## src/rtl/sensors_poller_if.sv

```systemverilog
// Bus between the sensor poller and its environment: scan control, the
// per-sensor req/ack handshake and the committed frame outputs.
interface sensors_poller_if;
  logic        start_i;
  logic        req_o;
  logic [2:0]  sel_o;
  logic        ack_i;
  logic [7:0]  data_i;
  logic [39:0] sensors_data_o;
  logic [4:0]  sensors_en_o;
  logic [4:0]  fault_o;
  logic        busy_o;
  logic        frame_valid_o;

  // Poller side
  modport master (
    input  start_i, ack_i, data_i,
    output req_o, sel_o, sensors_data_o, sensors_en_o, fault_o, busy_o, frame_valid_o
  );

  // Sensor / host side
  modport slave (
    output start_i, ack_i, data_i,
    input  req_o, sel_o, sensors_data_o, sensors_en_o, fault_o, busy_o, frame_valid_o
  );
endinterface

```

## src/rtl/sensors_poller.sv

```systemverilog
// Sequential acquisition front-end: polls five sensors over req/ack, marks
// timed-out or out-of-range readings inactive, and commits one coherent
// data word / enable mask / fault mask per scan with a one-cycle strobe.
module sensors_poller #(
  parameter int         TIMEOUT  = 16,
  parameter logic [7:0] MAX_TEMP = 8'd125
) (
  input logic              clk_i,
  input logic              rst_i,
  sensors_poller_if.master bus
);

  localparam int            TW    = (TIMEOUT > 1) ? $clog2(TIMEOUT) : 1;
  localparam logic [TW-1:0] TLAST = TW'(TIMEOUT - 1);

  typedef enum logic [1:0] {S_IDLE, S_REQ, S_GAP, S_DONE} state_t;

  state_t        r_state;
  logic [2:0]    r_idx;
  logic [TW-1:0] r_timer;
  logic [39:0]   r_stg_data;
  logic [4:0]    r_stg_en;
  logic [4:0]    r_stg_fault;

  logic          r_req;
  logic          r_busy;
  logic          r_fv;
  logic [39:0]   r_data;
  logic [4:0]    r_en;
  logic [4:0]    r_fault;

  logic          w_ack_ok;
  logic          w_ack_bad;
  logic          w_tmo;
  logic          w_resolve;
  logic [39:0]   w_stg_data;
  logic [4:0]    w_stg_en;
  logic [4:0]    w_stg_fault;

  function automatic logic in_range(input logic [7:0] d);
    return (d <= MAX_TEMP);
  endfunction

  // Resolve the current sensor and build the staging values it would leave behind
  always_comb begin
    w_ack_ok    = (r_state == S_REQ) && bus.ack_i && in_range(bus.data_i);
    w_ack_bad   = (r_state == S_REQ) && bus.ack_i && !in_range(bus.data_i);
    w_tmo       = (r_state == S_REQ) && !bus.ack_i && (r_timer == TLAST);
    w_resolve   = w_ack_ok || w_ack_bad || w_tmo;
    w_stg_data  = r_stg_data;
    w_stg_en    = r_stg_en;
    w_stg_fault = r_stg_fault;
    for (int k = 0; k < 5; k++) begin
      if (r_idx == 3'(k)) begin
        if (w_ack_ok) begin
          w_stg_data[k*8 +: 8] = bus.data_i;
          w_stg_en[k]          = 1'b1;
          w_stg_fault[k]       = 1'b0;
        end else if (w_ack_bad || w_tmo) begin
          w_stg_data[k*8 +: 8] = 8'd0;
          w_stg_en[k]          = 1'b0;
          w_stg_fault[k]       = 1'b1;
        end
      end
    end
  end

  // Scan FSM with registered handshake, status and committed frame outputs
  always_ff @(posedge clk_i) begin
    if (rst_i) begin
      r_state     <= S_IDLE;
      r_idx       <= 3'd0;
      r_timer     <= '0;
      r_stg_data  <= '0;
      r_stg_en    <= '0;
      r_stg_fault <= '0;
      r_req       <= 1'b0;
      r_busy      <= 1'b0;
      r_fv        <= 1'b0;
      r_data      <= '0;
      r_en        <= '0;
      r_fault     <= '0;
    end else begin
      r_fv <= 1'b0;
      case (r_state)
        S_IDLE: begin
          if (bus.start_i) begin
            r_stg_data  <= '0;
            r_stg_en    <= '0;
            r_stg_fault <= '0;
            r_idx       <= 3'd0;
            r_timer     <= '0;
            r_req       <= 1'b1;
            r_busy      <= 1'b1;
            r_state     <= S_REQ;
          end
        end
        S_REQ: begin
          if (w_resolve) begin
            r_stg_data  <= w_stg_data;
            r_stg_en    <= w_stg_en;
            r_stg_fault <= w_stg_fault;
            r_req       <= 1'b0;
            if (r_idx == 3'd4) begin
              // Last sensor resolved: commit the whole frame in one step
              r_data  <= w_stg_data;
              r_en    <= w_stg_en;
              r_fault <= w_stg_fault;
              r_fv    <= 1'b1;
              r_state <= S_DONE;
            end else begin
              r_idx   <= r_idx + 3'd1;
              r_timer <= '0;
              r_state <= S_GAP;
            end
          end else begin
            r_timer <= r_timer + TW'(1);
          end
        end
        S_GAP: begin
          r_req   <= 1'b1;
          r_state <= S_REQ;
        end
        S_DONE: begin
          r_busy  <= 1'b0;
          r_state <= S_IDLE;
        end
        default: begin
          r_req   <= 1'b0;
          r_busy  <= 1'b0;
          r_state <= S_IDLE;
        end
      endcase
    end
  end

  assign bus.req_o          = r_req;
  assign bus.sel_o          = r_idx;
  assign bus.busy_o         = r_busy;
  assign bus.frame_valid_o  = r_fv;
  assign bus.sensors_data_o = r_data;
  assign bus.sensors_en_o   = r_en;
  assign bus.fault_o        = r_fault;

endmodule

```

## src/flat_wrapper.sv

```systemverilog
// flat-port wrapper written by rule: the top's interface ports become plain ports
module sensors_poller_flat 
#(
  parameter int         TIMEOUT  = 16,
  parameter logic [7:0] MAX_TEMP = 8'd125
)
  (clk_i, rst_i, bus_start_i, bus_ack_i, bus_data_i, bus_req_o, bus_sel_o, bus_sensors_data_o, bus_sensors_en_o, bus_fault_o, bus_busy_o, bus_frame_valid_o);
  sensors_poller_if bus_i ();
  input logic clk_i;
  input logic rst_i;
  input wire logic [$bits(bus_i.start_i)-1:0] bus_start_i;
  input wire logic [$bits(bus_i.ack_i)-1:0] bus_ack_i;
  input wire logic [$bits(bus_i.data_i)-1:0] bus_data_i;
  output wire logic [$bits(bus_i.req_o)-1:0] bus_req_o;
  output wire logic [$bits(bus_i.sel_o)-1:0] bus_sel_o;
  output wire logic [$bits(bus_i.sensors_data_o)-1:0] bus_sensors_data_o;
  output wire logic [$bits(bus_i.sensors_en_o)-1:0] bus_sensors_en_o;
  output wire logic [$bits(bus_i.fault_o)-1:0] bus_fault_o;
  output wire logic [$bits(bus_i.busy_o)-1:0] bus_busy_o;
  output wire logic [$bits(bus_i.frame_valid_o)-1:0] bus_frame_valid_o;
  assign bus_i.start_i = bus_start_i;
  assign bus_i.ack_i = bus_ack_i;
  assign bus_i.data_i = bus_data_i;
  assign bus_req_o = bus_i.req_o;
  assign bus_sel_o = bus_i.sel_o;
  assign bus_sensors_data_o = bus_i.sensors_data_o;
  assign bus_sensors_en_o = bus_i.sensors_en_o;
  assign bus_fault_o = bus_i.fault_o;
  assign bus_busy_o = bus_i.busy_o;
  assign bus_frame_valid_o = bus_i.frame_valid_o;
  sensors_poller #(.TIMEOUT(TIMEOUT), .MAX_TEMP(MAX_TEMP)) u_core (.clk_i(clk_i), .rst_i(rst_i), .bus(bus_i));
endmodule
```

## config.mk

```make
export PLATFORM = sky130hd
export DESIGN_NAME = sensors_poller_flat
export DESIGN_NICKNAME = d
export VERILOG_FILES = /design/src/rtl/sensors_poller_if.sv /design/src/rtl/sensors_poller.sv /design/src/flat_wrapper.sv
export SDC_FILE = /design/constraint.sdc
export NUM_CORES = 1
export LEC_CHECK = 0
export CAP_MARGIN = 20
export CORE_MARGIN = 1.5
export CORE_UTILIZATION = 52
export CTS_CLUSTER_DIAMETER = 120
export DETAILED_ROUTE_END_ITERATION = 10
export PLACE_DENSITY = 0.8
export RECOVER_POWER = 50
export SLEW_MARGIN = 40
export SYNTH_ARGS = -nofsm -noshare
export SYNTH_HDL_FRONTEND = slang
export SYNTH_SLANG_ARGS = --single-unit
export TNS_END_PERCENT = 30
```

## constraint.sdc

```tcl
create_clock -name clk_i -period 2.2 [get_ports clk_i]
set_input_delay 0.44 -clock clk_i [delete_from_list [all_inputs] [get_ports clk_i]]
set_output_delay 0.44 -clock clk_i [all_outputs]
set_load 0.02 [all_outputs]
```

# Yosys cells after proc, flatten, opt, wreduce, memory -nomap -nowiden

Index checks and enable logic that the tools add are counted.
Widths: inputs -> output; s select.

Logic and storage cells: 122
Flip-flop bits (word level): 112

$lt $le $gt $ge: 1
Equal/unequal tests: 12
Add/sub/neg operators: 2
Reductions and logical operators: 23
Muxes and demuxes: 70
Bitwise logic cells: 2

Operator list:

| operator            | count |
|---|---|
| $mux 8              | 15 |
| $mux 40             | 2 |
| $pmux 40 s2         | 1 |
| $mux 1              | 34 |
| $pmux 5 s2          | 2 |
| $mux 5              | 3 |
| $mux 4              | 3 |
| $reduce_and 3->1    | 4 |
| $mux 3              | 3 |
| $le 8x7->1 const B  | 1 |
| $pmux 2 s4          | 1 |
| $pmux 4 s2          | 1 |
| $eq 3x2->1 const B  | 2 |
| $pmux 3 s2          | 1 |
| $logic_and 1x1->1   | 5 |
| $add 4x1->4 const B | 1 |
| $eq 2x2->1 const B  | 2 |
| $eq 4x4->1 const B  | 1 |
| $mux 2              | 2 |
| $ne 2x2->1 const B  | 2 |
| $reduce_and 2->1    | 2 |
| $reduce_and 4->1    | 1 |
| $reduce_bool 2->1   | 2 |
| $add 3x1->3 const B | 1 |
| other kinds (14)    | 18 |

# Longest topological paths before layout

Gate-level depths: netlist (run 1).

Depth in word-level cells: 9
Gate-level depth with buffers: 8

# Least setup slack after synthesis (run 1)

Ideal clock, no wire load.

Kind: register to register
Start point: register u_core.r_idx[1] (netlist: u_core.bus.sel_o[1])
End point: register u_core.r_fault[3] (netlist: u_core.bus.fault_o[3])
Required time: 2.130 ns
Buffers on the path: 1
Slack: 0.437 ns
Arrival: 1.693 ns
Setup time: 0.070 ns
Stages on the path, launching flop included: 7
Cell sequence: dfxtp_1 > ha_1 > ha_1 > clkbuf_1 > nand2_1 > a211o_1 > a21oi_1

Cells in the longest elaborated chain, start to end: 2
Elaborated cells between the ends (all ways): 4
Classes of those cells: eq/ne: 2; mux: 1; reduce/logical: 1

Ends and longest elaborated chain:

| element                                                            | line                                        | RTL |
|---|---|---|
| start, declared                                                    | sensors_poller.sv:19                        | `logic [2:0] r_idx;` |
| start signal, assigned                                             | sensors_poller.sv:112                       | `r_idx <= r_idx + 3'd1;` |
| $eq 3x3->1 / $eq 3x2->1 (equally long branches)                    | sensors_poller.sv:104, sensors_poller.sv:54 |  |
| $reduce_and 3->1 (no source line) / $mux 1 (equally long branches) | -                                           |  |
| end signal, assigned                                               | sensors_poller.sv:108                       | `r_fault <= w_stg_fault;` |
| end, declared                                                      | sensors_poller.sv:30                        | `logic [4:0] r_fault;` |

Parallel ways exist; a longest one is shown, timed or not.
A chain may end at the register's enable or synchronous reset.

# Worst setup path after layout (run 1)

Start point: register u_core.r_timer[0]
End point: register u_core.r_stg_data[3]

Cells in the longest elaborated chain, start to end: 8
Elaborated cells between the ends (all ways): 11
Classes of those cells: eq/ne: 2; mux: 5; reduce/logical: 4

Ends and longest elaborated chain:

| element                | line                  | RTL |
|---|---|---|
| start, declared        | sensors_poller.sv:20  | `logic [TW-1:0] r_timer;` |
| start signal, assigned | sensors_poller.sv:117 | `r_timer <= r_timer + TW'(1);` |
| $eq 4x4->1 *           | sensors_poller.sv:48  | `w_tmo = (r_state == S_REQ) && !bus.ack_i && (r_timer == TLAST);` |
| $logic_and 1x1->1 *    | sensors_poller.sv:48  |  |
| $logic_or 1x1->1       | sensors_poller.sv:59  | `end else if (w_ack_bad \|\| w_tmo) begin` |
| $mux 8                 | sensors_poller.sv:59  |  |
| $mux 8                 | sensors_poller.sv:55  | `if (w_ack_ok) begin` |
| $mux 8                 | sensors_poller.sv:54  | `if (r_idx == 3'(k)) begin` |
| $mux 40                | sensors_poller.sv:99  | `if (w_resolve) begin` |
| $pmux 40 s2            | sensors_poller.sv:85  | `case (r_state)` |
| end signal, assigned   | sensors_poller.sv:100 | `r_stg_data <= w_stg_data;` |
| end, declared          | sensors_poller.sv:21  | `logic [39:0] r_stg_data;` |

Mark *: on every way between the ends. The rest lies on a longest branch, timed or not. The select of a mux whose other input is x is not followed.

==> impl_results.md, run 1 <==
* Status: completed
* CP Max Fanout at 8
* # fillers at approximately 580
* Router iterations before antenna repair at 5
* Fin Clk Skew at ~0.010 ns
* Slew Limit Fails at 0
* Number of synthesized flops with an enable pin at 0
* Max-cap viol count at 0
* GPL Wtd Cong at 0.888
* DR vias at 3466
* Overall Global Routing Usage at 0.250
* Yosys top cell area share at 0.514
* Die area at 8180 um2
* Antenna Nets Post-Route at 0
* Layout cell share with drive strength beyond 1 at 0.121
* Req. time, crit path at around 2.5 ns
* Vias in the first global route at ~3400
* #FFs+latches synth at roughly 100
* Crit start category: flip-flop
* CTS tree: done
* Hold Violations, Final at 0
* Cell Rows at 31
* First-pass GRT wire length at 16400 um
* DR vias/cell at 5.66
* WS Path Type: flip-flop to flip-flop
* Syn Nets at between 400 and 500
* Placed cells at 596
* Nets at ~530
* Synthesized area per cell at 9.38 um2
* R2R setup slack at 0.21 ns
* RSZ-0062 raised after global routing: false
* Htree depth at 3
* Overflow after GRT at 0
* Port bufs at 67
* Num CTS Buffers at 9
* Die Ht at between 90 and 100 um
* Max-slew headroom at 0.639
* Starting density of the core at 0.542
* Asr flop ratio synth at 0
* Top FF cell, synth: dfxtp_1
* # DRC at 0
* Final wirelength at between 9000 and 10000 um
* Clock root buffer: clkbuf_8
* Pwr Density at 669 nW/um2
* Skew-Pair Late Insertion Delay at 0.37 ns
* Crit. End Element: flip-flop
* Peak VDD IR at 545 uV
* Synth area leaders: dfxtp_1, nand2_1, a21oi_1, a22o_1, ha_1
* DRT iter0 DRCs at between 200 and 300
* Post-cts sizing count at 0
* Final WS setup at 0.206 ns
* Place WS at -0.0153 ns
* Critical Path AT at 2.27 ns
* Area Overhead vs Synth at 27.4%
* Clock buffer depth at 2
* Mapped cell area at just under 4000 um2
* Final Power at 3.39 mW
* Io pins at 68
* Largest area contributor in the netlist: dfxtp_1
* Detail Placement HPWL at 7000 um
* Largest net degree at the start of global routing at 34
* WL/cell at roughly 16 um
* Fmax at 0.502 GHz
* Final setup violating endpoints at 0
* Worst-margin pin slew at around 0.54 ns
* Synth Instances at 424
* Die width at 90.4 um
* Ant diodes at 0
* Core area at 7330 um2
* Synth warn at 0
* Post-CTS setup buffer count at 0
* Finished Layout Cells at 612
* Yosys cell types at 58
* Hold Crit Class: flip-flop to flip-flop
* Initial antenna violation count at 0
* P_leak at between 2 and 2.5 nW
* Final Cycle Share at 0.906
* Sequential fraction of the synthesis area at 0.514
* Most common cell after layout, fill and taps aside: dfxtp_1
* CTS sink cnt at 102
* Most frequent cells in the layout: dfxtp_1, nand2_1, dlygate4sd3_1
* Clock-pin slew of the registers on the worst-case setup and hold paths at ~0.11 ns
* Min Tclk post-route at 1.99 ns
* Hold-fix buffers, CTS at 0
## layout make-up
cell class,instances,area (um2),share of cell area
clock buffers,10,138,0.0272
well taps,99,124,0.0245
inverters,8,30.0,0.00593
clock inverters,6,60.1,0.0119
repair buffers,95,896,0.177
flip-flops and latches,102,2040,0.403
multi-input cells,292,1780,0.351
## power by group
part           internal, mW  total [mW]  switching [mW]
clock                 0.475        1.17           0.698
combinational         0.125       0.323           0.199
sequential             1.87        1.89          0.0233
## stage by stage
| step | instance area [um2] | TNS (ns) | utilization | hold slack [ns] |
|---|---|---|---|---|
| after global placement | 4900 | 0 | 0.668 | 0.437 |
| after global routing | 5070 | 0 | 0.691 | 0.468 |
| after CTS | 5090 | 0 | 0.695 | 0.462 |
| after detailed placement | 4900 | -0.0295 | 0.668 | 0.444 |
| final | 5070 | 0 | 0.691 | 0.457 |
| after floorplan | 3980 | 0 | - | 0.426 |
## Yosys cell counts (2+ instances only)
cell / n
and3_1: 6
o31ai_1: 2
buf_2: 4
a21oi_1: 44
nor2_1: 20
buf_4: 3
and2_1: 8
xor2_1: 2
o21ai_0: 7
nor2_4: 4
nand3_1: 6
inv_1: 8
nand2b_1: 6
a21o_1: 7
dfxtp_1: 102
a32oi_1: 7
nor3_2: 2
clkbuf_1: 11
a221oi_1: 3
ha_1: 6
buf_1: 3
a32o_1: 3
nor2b_1: 10
nor3_1: 7
a31o_2: 2
nand2_1: 79
o21bai_1: 2
a211oi_1: 7
a22o_1: 23
nand3b_1: 2
## path summary, 6_finish.rpt
check	depth (start not counted)	from	endpoint
setup / recovery	7	u_core.r_timer[0]	u_core.r_stg_data[3]
hold / removal	2	u_core.bus.fault_o[0]	u_core.bus.fault_o[0]
hold reg to reg	2	u_core.bus.fault_o[0]	u_core.bus.fault_o[0]
setup reg to reg	7	u_core.r_timer[0]	u_core.r_stg_data[3]
## worst max-delay path, stage by stage, from the launching register on
cell and delay (ns):
dfxtp_1 0.35, ha_1 0.24, a31oi_1 0.46, nor2_4 0.14, a21oi_1 0.23, nor2_1 0.06
clkbuf_2 0.17, a22o_1 0.25
## flip-flops by register name, indices dropped and copies added (netlist names)
signal and cells:
u_core.bus.req_o 1, u_core.r_stg_fault 4, u_core.bus.busy_o 1, u_core.r_stg_en 4
u_core.r_timer 4, u_core.r_stg_data 32, u_core.bus.sel_o 3, u_core.bus.fault_o 5
u_core.bus.sensors_data_o 40, u_core.bus.frame_valid_o 1, u_core.bus.sensors_en_o 5, u_core.r_state 2
## cell families (layout without fill, tap and decap cells)
| kind of cell | after synthesis | in the layout | share of synthesized area |
|---|---|---|---|
| flops | 102 | 102 | 0.514 |
| xor+xnor | 3 | 3 | 0.00661 |
| buf+inv | 30 | 119 | 0.0343 |
| simple gates | 162 | 162 | 0.206 |
| compound gates | 121 | 121 | 0.221 |
| fa+ha+maj | 6 | 6 | 0.0189 |
## routing by layer
layer / vias to the layer above / global-route usage / routed length, um
met4: 0 / 0.0926 / 216
met1: 1616 / 0.334 / 4320
met2: 149 / 0.397 / 4460
met5: - / 0 / 0
met3: 23 / 0.0564 / 581
li1: 1678 / - / -
Power figures use the tool's default switching activity.
==> run 2, diff against run 1 <==
Settings changed: SLEW_MARGIN 40 to 20.
==> results of run 2 <==
Same layout as run 1: the final DEF is identical, and so are final timing and power.
